### src/rtl/fft_bfly_addr_seq.sv
// fft_bfly_addr_seq: butterfly address / stage / twiddle sequencer for a
// 32-point in-place radix-2 FFT. Walks 5 stages x 16 butterflies and
// inserts GAP_CYCLES idle cycles between stages for write-back drain.
// Optional feature macro: FFT_SEQ_STALL_CNT_EN adds a saturating stall_cnt
// output counting valid && !ready cycles.
module fft_bfly_addr_seq #(
    parameter int GAP_CYCLES = 2,
    parameter int STALL_W    = 16
) (
    input  logic               clk,
    input  logic               clr,
    input  logic               start,
    input  logic               abort,
    input  logic               ready,
    output logic               valid,
    output logic [4:0]         d_even,
    output logic [4:0]         d_odd,
    output logic [2:0]         s,
    output logic [3:0]         tw,
    output logic               busy,
    output logic               done
`ifdef FFT_SEQ_STALL_CNT_EN
    ,
    output logic [STALL_W-1:0] stall_cnt
`endif
);

    typedef enum logic [1:0] {IDLE, RUN, GAP, DONE} state_t;

    // last gap_cnt value before returning to RUN (unused when GAP_CYCLES=0)
    localparam logic [3:0] GAP_LAST = 4'(GAP_CYCLES - 1);

    // elaboration-time guard: an illegal configuration leaves a named marker block
    if (GAP_CYCLES < 0 || GAP_CYCLES > 15 || STALL_W < 1) begin : g_illegal_params
    end

    state_t      state_q, state_d;
    logic [3:0]  j_q, j_d;
    logic [2:0]  s_q, s_d;
    logic [3:0]  gap_cnt_q, gap_cnt_d;
    logic        valid_q, valid_d;
    logic        busy_q, busy_d;
    logic        done_q, done_d;
    logic [3:0]  tw_q, tw_d;

    // next-state: abort overrides everything except clr; start only from IDLE
    always_comb begin
        state_d   = state_q;
        j_d       = j_q;
        s_d       = s_q;
        gap_cnt_d = gap_cnt_q;
        case (state_q)
            IDLE: begin
                if (start) begin
                    state_d = RUN;
                    j_d     = 4'd0;
                    s_d     = 3'd0;
                end
            end
            RUN: begin
                if (ready) begin
                    if (j_q != 4'd15) begin
                        j_d = j_q + 4'd1;
                    end else if (s_q != 3'd4) begin
                        j_d = 4'd0;
                        s_d = s_q + 3'd1;
                        if (GAP_CYCLES > 0) begin
                            state_d   = GAP;
                            gap_cnt_d = 4'd0;
                        end
                    end else begin
                        state_d = DONE;
                        j_d     = 4'd0;
                        s_d     = 3'd0;
                    end
                end
            end
            GAP: begin
                gap_cnt_d = gap_cnt_q + 4'd1;
                if (gap_cnt_q == GAP_LAST) state_d = RUN;
            end
            DONE: state_d = IDLE;
            default: state_d = IDLE;
        endcase
        if (abort) begin
            state_d   = IDLE;
            j_d       = 4'd0;
            s_d       = 3'd0;
            gap_cnt_d = 4'd0;
        end
    end

    // registered status and twiddle, derived from the next state/counters
    always_comb begin
        valid_d = (state_d == RUN);
        busy_d  = (state_d == RUN) || (state_d == GAP);
        done_d  = (state_d == DONE);
        // tw = (j & ((1<<s)-1)) << (4-s), truncated to 4 bits
        case (s_d)
            3'd1:    tw_d = {j_d[0],   3'b000};
            3'd2:    tw_d = {j_d[1:0], 2'b00};
            3'd3:    tw_d = {j_d[2:0], 1'b0};
            3'd4:    tw_d = j_d;
            default: tw_d = 4'd0;
        endcase
    end

    // state and output registers
    always_ff @(posedge clk) begin
        if (clr) begin
            state_q   <= IDLE;
            j_q       <= 4'd0;
            s_q       <= 3'd0;
            gap_cnt_q <= 4'd0;
            valid_q   <= 1'b0;
            busy_q    <= 1'b0;
            done_q    <= 1'b0;
            tw_q      <= 4'd0;
        end else begin
            state_q   <= state_d;
            j_q       <= j_d;
            s_q       <= s_d;
            gap_cnt_q <= gap_cnt_d;
            valid_q   <= valid_d;
            busy_q    <= busy_d;
            done_q    <= done_d;
            tw_q      <= tw_d;
        end
    end

    assign valid  = valid_q;
    assign busy   = busy_q;
    assign done   = done_q;
    assign s      = s_q;
    assign tw     = tw_q;
    assign d_even = {j_q, 1'b0};
    assign d_odd  = {j_q, 1'b1};

`ifdef FFT_SEQ_STALL_CNT_EN
    logic [STALL_W-1:0] stall_cnt_q, stall_cnt_d;

    // stall counter: restarts with an accepted start, saturates, holds otherwise
    always_comb begin
        stall_cnt_d = stall_cnt_q;
        if (state_q == IDLE && start && !abort)
            stall_cnt_d = '0;
        else if (valid_q && !ready && stall_cnt_q != '1)
            stall_cnt_d = stall_cnt_q + 1'b1;
    end

    // stall counter register
    always_ff @(posedge clk) begin
        if (clr) stall_cnt_q <= '0;
        else     stall_cnt_q <= stall_cnt_d;
    end

    assign stall_cnt = stall_cnt_q;
`endif

endmodule

### config.mk
export PLATFORM = sky130hd
export DESIGN_NAME = fft_bfly_addr_seq
export DESIGN_NICKNAME = d
export VERILOG_FILES = /design/src/rtl/fft_bfly_addr_seq.sv
export SDC_FILE = /design/constraint.sdc
export NUM_CORES = 1
export LEC_CHECK = 0
export ABC_AREA = 1
export CELL_PAD_IN_SITES_DETAIL_PLACEMENT = 1
export CELL_PAD_IN_SITES_GLOBAL_PLACEMENT = 1
export CORE_MARGIN = 1
export CORE_UTILIZATION = 35
export CTS_CLUSTER_DIAMETER = 80
export DETAILED_ROUTE_END_ITERATION = 8
export PLACE_DENSITY = 0.75
export SKIP_CTS_REPAIR_TIMING = 1
export SYNTH_ARGS = -nofsm -noshare
export SYNTH_HDL_FRONTEND = slang
export SYNTH_SLANG_ARGS = --single-unit
### constraint.sdc
create_clock -name clk -period 2.1 [get_ports clk]
set_clock_uncertainty 0.2 [all_clocks]
set_input_delay 0.42 -clock clk [delete_from_list [all_inputs] [get_ports clk]]
set_output_delay 0.42 -clock clk [all_outputs]
set_load 0.05 [all_outputs]
==> flow_summary.yaml, run 1 <==
pwr:
  p_per_area_nw_per_um2: 486
  clockPowerShare_pct: 40.8
  comb_power_share_pct: 10.3
  p_sw_w: 0.000185
  seq_power_share_pct: 49.0
  ir_drop_mv: 0.265
  sw_frac_of_total_pct: 23.5
  p_leak_nw: 0.826
  internal_power_w: 0.000601
clock_tree:
  htree_levels: 1
  tritoncts: "built"
  clock_sinks: 20
  clk_latency_ns: 0.31
  numCtsBuffers: 3
  cts_root_buf: "clkbuf_4"
  clock_path_buffers: 2
  clk_pin_slew_ns: 0.12
floorplanning:
  fp.dieArea_um2: 3730
  die-height_um: 61.1
  rows: 21
  die_width_um: 61.1
  core-area_um2: 3340
  initial_utilization_pct: 36.6
  ios: 25
critical_path:
  max_stage_delay_ns: 0.80
  cp_num_buf_inv: 1
  path_cells: "clkdlybuf4s50_1"
  ff2ff_setup_slack_ns: 0.17
  start_kind: "flop"
  cp-end-kind: "output port"
  worstPathArrival_ns: 1.43
  slowest_stage: "clkdlybuf4s50_1"
  criticalPathCategory: "flop to output port"
  worstPathMaxFanout: 1
  required_ns: 1.48
  cp_top_family: "buffers and inverters"
synth:
  synth_fa_ha_area_share_pct: 7.17
  synthMuxAreaShare_pct: 0
  synth_xor_area_share_pct: 0
  syn_inst: 175
  synth_largest_area_cell: "dfxtp_1"
  synth_seq_cells: 20
  synthSimpleGateAreaFrac_pct: 36.3
  synth_top_cell_area_share_pct: 32.8
  yosys_warnings: 0
  yosysSeqAreaShare_pct: 32.8
  yosys-top-cells-area: "dfxtp_1, nand2_1, inv_1"
  synth_cell_types: 26
  synth_top_family_by_area: "simple AND/OR/NAND/NOR gates"
  avgSynthCellArea_um2: 6.98
  synth-compound-area-share_pct: 9.63
  syn_area_um2: 1220
  synth_nets: 187
finish:
  fin_nets: 222
  layout_commonest_cell: "nand2_1"
  fin_area_um2: 1620
  antennaDiodeCount: 0
  final_cells: 255
  area_delta_synth_final_pct: 32.4
  final_util_pct: 48.4
  final_cell_mix: "nand2_1, inv_1, buf_4, nor2_1, nand3_1"
  drive_gt1_share_pct: 25.4
drt:
  drt_wl_total_mm: 3.32
  drc_errors: 0
  post_drt_wl_per_cell_um: 13.0
  vias: 1205
  first_iter_violations: 51
  drtPass1Iterations: 4
  via_per_inst: 4.73
  antenna_left: 0
job:
  cap_violations: 0
sta:
  hold_ws_ns: 0.280
  slew_violations: 0
  max_freq_ghz: 0.488
  hold_viol_final: 0
  period_minus_slack_ns: 2.05
  tns_ns: 0
  relSlewSlack_pct: 66.2
  setup_viol: 0
  tightest_slew_ns: 0.507
  finalCritPeriodShare_pct: 97.7
  grt_setup_unrepaired: "no"
placement:
  place_area_um2: 1530
  portBuffers: 22
  place_inst: 251
  gp_congestion: 0.825
  dp_hpwl_mm: 2.51
global_routing:
  grt-ovfl-total: 0
  grt_max_degree: 13
  grt_pass1_vias: 1177
  grt_first_pass_wirelength_mm: 5.35
  antenna_found_initial: 0
  grtUsageTotal_pct: 19.7
min_path:
  hold_class: "flop to flop"
status:
  outcome: "finished, final reports clean"
layer usage:
layer  wire length, µm  GRT usage (%)  part of all wire (%)
met1              1650           27.2                    50
met2              1560           31.2                    47
met3                72           2.52                   2.2
met4                40           7.79                   1.2
met5                 0              0                     0
power by group through the flow:
| stage | Clock [W] | Sequential [W] | Combinational [W] |
|---|---|---|---|
| 6_report | 0.000320 | 0.000385 | 0.0000805 |
| 5_1_grt | 0.000348 | 0.000385 | 0.0000867 |
| 4_1_cts | 0.000333 | 0.000386 | 0.0000794 |
| 3_5_place_dp | 0 | 0.000394 | 0.0000783 |
| 3_3_place_gp | 0 | 0.000394 | 0.0000772 |
| 2_1_floorplan | 0 | 0.000402 | 0.0000434 |
path summary, 6_finish.rpt:
kind	start	cells past startpoint	end
worst min register to register	gap_cnt_q[3]$_SDFFE_PP0P_	2	gap_cnt_q[3]$_SDFFE_PP0P_
worst max-delay path	tw[2]$_SDFF_PP0_	1	tw[2]
worst min-delay path	gap_cnt_q[3]$_SDFFE_PP0P_	2	gap_cnt_q[3]$_SDFFE_PP0P_
worst max register to register	j_q[0]$_SDFF_PP0_	11	tw[3]$_SDFF_PP0_
flip-flops by register name, summed over array words and instances, names as in the netlist:
| signal | flops |
|---|---|
| gap_cnt_q | 4 |
| j_q | 4 |
| tw | 4 |
| s | 3 |
| state_q | 2 |
| busy | 1 |
| done | 1 |
| valid | 1 |
cells in the mapped netlist, drive strengths merged:
library cell  instances
nand2                33
inv                  29
nor2                 26
dfxtp                20
nand3                20
a21oi                10
buf                   7
ha                    7
nand4                 5
o21ai                 5
conb                  2
nor3                  2
nor4                  2
o211a                 2
o21bai                2
and3                  1
o211ai                1
or2                   1
cells by family after synthesis:
kind of cell	Yosys count
AO/OA/AOI/OAI	20
adder cells (fa/ha/maj)	7
buffers and inverters	36
flip-flops	20
other	2
AND/OR/NAND/NOR	90
stage by stage:
step	worst slack [ns]	total power, W
2_1_floorplan	0.0282	0.000445
3_3_place_gp	-0.106	0.000471
3_5_place_dp	-0.145	0.000473
4_1_cts	-0.00313	0.000799
5_1_grt	0.000600	0.000820
6_report	0.0488	0.000785
layout make-up:
cell class | count | area, µm²
inverters | 29 | 109
flip-flops and latches | 20 | 407
multi-input cells | 119 | 673
clock buffers | 3 | 22.5
clock inverters | 1 | 30.0
fillers | 447 | 1720
well taps | 46 | 57.6
repair buffers | 37 | 318
(Power assumes the default switching activity.)
==> inputs of run 2 (changes only) <==
--- a/config.mk
+++ b/config.mk
@@ -9,10 +9,10 @@
 export CELL_PAD_IN_SITES_DETAIL_PLACEMENT = 1
 export CELL_PAD_IN_SITES_GLOBAL_PLACEMENT = 1
 export CORE_MARGIN = 1
-export CORE_UTILIZATION = 35
+export CORE_UTILIZATION = 25
 export CTS_CLUSTER_DIAMETER = 80
 export DETAILED_ROUTE_END_ITERATION = 8
-export PLACE_DENSITY = 0.75
+export PLACE_DENSITY = 0.56
 export SKIP_CTS_REPAIR_TIMING = 1
 export SYNTH_ARGS = -nofsm -noshare
 export SYNTH_HDL_FRONTEND = slang
==> run 2 against run 1 <==
Cell area is 0.46% lower. Critical path type unchanged. Critical endpoint is now tw[3]. Clock power fell by 21%. Flip-flop and latch count did not move. Die area rose by 39%. Via count up 0.75%.
==> flow_summary.yaml, run 2 (synthesized netlist as in run 1, its figures left out) <==
clock_tree:
  htree_levels: 1
  clk_pin_slew_ns: 0.07
  cts_root_buf: "clkbuf_8"
  tritoncts: "built"
  numCtsBuffers: 3
  clock_sinks: 20
  clock_path_buffers: 2
  clk_latency_ns: 0.26
min_path:
  hp-start: "gap_cnt_q[3]$_SDFFE_PP0P_"
  hold_class: "flop to flop"
  whs_path_depth: 2
  whs_endpoint: "gap_cnt_q[3]$_SDFFE_PP0P_"
floorplanning:
  core-area_um2: 4720
  die_width_um: 71.9
  ios: 25
  initial_utilization_pct: 25.9
  rows: 25
  die-height_um: 71.9
  fp.dieArea_um2: 5170
finish:
  final_cell_mix: "buf_4, nand2_1, inv_1, nor2_1, nand3_1"
  drive_gt1_share_pct: 27.9
  final_util_pct: 34.1
  antennaDiodeCount: 0
  fin_nets: 222
  final_cells: 275
  area_delta_synth_final_pct: 31.8
  layout_commonest_cell: "buf_4"
pwr:
  ir_drop_mv: 0.183
  seq_power_share_pct: 53.5
  p_leak_nw: 0.740
  sw_frac_of_total_pct: 25.5
  clockPowerShare_pct: 35.3
  p_sw_w: 0.000183
  internal_power_w: 0.000535
  p_per_area_nw_per_um2: 446
  comb_power_share_pct: 11.2
global_routing:
  grt-ovfl-total: 0
  grt_first_pass_wirelength_mm: 5.62
  grt_max_degree: 12
  grt_pass1_vias: 1178
  antenna_found_initial: 0
  grtUsageTotal_pct: 14.0
status:
  outcome: "finished, final reports clean"
critical_path:
  max_stage_delay_ns: 0.79
  criticalPathCategory: "flop to output port"
  cp_top_family: "buffers and inverters"
  cp_num_buf_inv: 1
  r2r_cells: 11
  slowest_stage: "clkdlybuf4s50_1"
  worstPathArrival_ns: 1.36
  ff2ff_setup_slack_ns: 0.18
  timing.rr.end: "tw[3]$_SDFF_PP0_"
  path_cells: "clkdlybuf4s50_1"
  timing.rr.start: "j_q[0]$_SDFF_PP0_"
  start_kind: "flop"
  cp-end-kind: "output port"
  worstSetupStartpoint: "tw[3]$_SDFF_PP0_"
  required_ns: 1.48
  worstPathMaxFanout: 1
drt:
  met3WireLength_um: 84
  vias: 1214
  via_per_inst: 4.41
  dr_wl_met2_mm: 1.56
  antenna_left: 0
  top_layer_used: "met4"
  drtPass1Iterations: 4
  drt_wl_total_mm: 3.39
  first_iter_violations: 24
  drc_errors: 0
  drt-met1-wl_mm: 1.73
  post_drt_wl_per_cell_um: 12.3
sta:
  finalCritPeriodShare_pct: 94.1
  slew_violations: 0
  setup_viol: 0
  grt_setup_unrepaired: "no"
  max_freq_ghz: 0.506
  period_minus_slack_ns: 1.98
  hold_viol_final: 0
job:
  cap_violations: 0
placement:
  portBuffers: 22
  gp_congestion: 0.779
  dp_hpwl_mm: 2.69
  place_inst: 272
run 2: power by group through the flow:
stage | Sequential [W] | Clock, W | Combinational, W
5_1_grt | 0.000385 | 0.000285 | 0.0000870
2_1_floorplan | 0.000402 | 0 | 0.0000434
3_5_place_dp | 0.000395 | 0 | 0.0000788
6_report | 0.000384 | 0.000253 | 0.0000803
4_1_cts | 0.000386 | 0.000272 | 0.0000792
3_3_place_gp | 0.000394 | 0 | 0.0000781
run 2: metal layers:
metal  up-vias  track usage [%]
li1        617                -
met1       572             18.9
met2        22             23.5
met3         3             1.25
met4         0             5.23
met5         -                0
run 2: worst max path at each step:
| stage | to | depth (start not counted) |
|---|---|---|
| 2_1_floorplan | tw[2]$_SDFF_PP0_ | 13 |
| 3_3_place_gp | busy$_SDFF_PP0_ | 6 |
| 4_1_cts | busy$_SDFF_PP0_ | 7 |
| 6_report | tw[3] | 1 |
| 5_1_grt | tw[3]$_SDFF_PP0_ | 11 |
| 3_5_place_dp | busy$_SDFF_PP0_ | 6 |
run 2: per-stage QoR:
step / TNS (ns) / setup WS, ns / total power [W] / area [µm²] / hold WS [ns]
global route: 0 / 0.00892 / 0.000757 / 1610 / 0.309
global placement: -0.652 / -0.152 / 0.000472 / 1540 / 0.248
CTS: 0 / 0.0689 / 0.000737 / 1590 / 0.273
floorplan: 0 / 0.0282 / 0.000445 / 1220 / 0.237
finish: 0 / 0.124 / 0.000718 / 1610 / 0.267
detailed placement: -0.836 / -0.197 / 0.000473 / 1540 / 0.254
run 2: layout make-up:
cell class / instances / area [µm²]
clock buffer: 3 / 41.3
fill: 603 / 3110
inverter: 29 / 109
multi-input combinational: 119 / 676
sequential: 20 / 407
tap: 67 / 83.8
timing repair buffer: 37 / 293
==> inputs of run 3 (changes only) <==
--- a/config.mk
+++ b/config.mk
@@ -6,6 +6,7 @@
 export NUM_CORES = 1
 export LEC_CHECK = 0
 export ABC_AREA = 1
+export CAP_MARGIN = 40
 export CELL_PAD_IN_SITES_DETAIL_PLACEMENT = 1
 export CELL_PAD_IN_SITES_GLOBAL_PLACEMENT = 1
 export CORE_MARGIN = 1
==> results of run 3 <==
No change in the layout: final DEF, timing and power equal those of run 2.
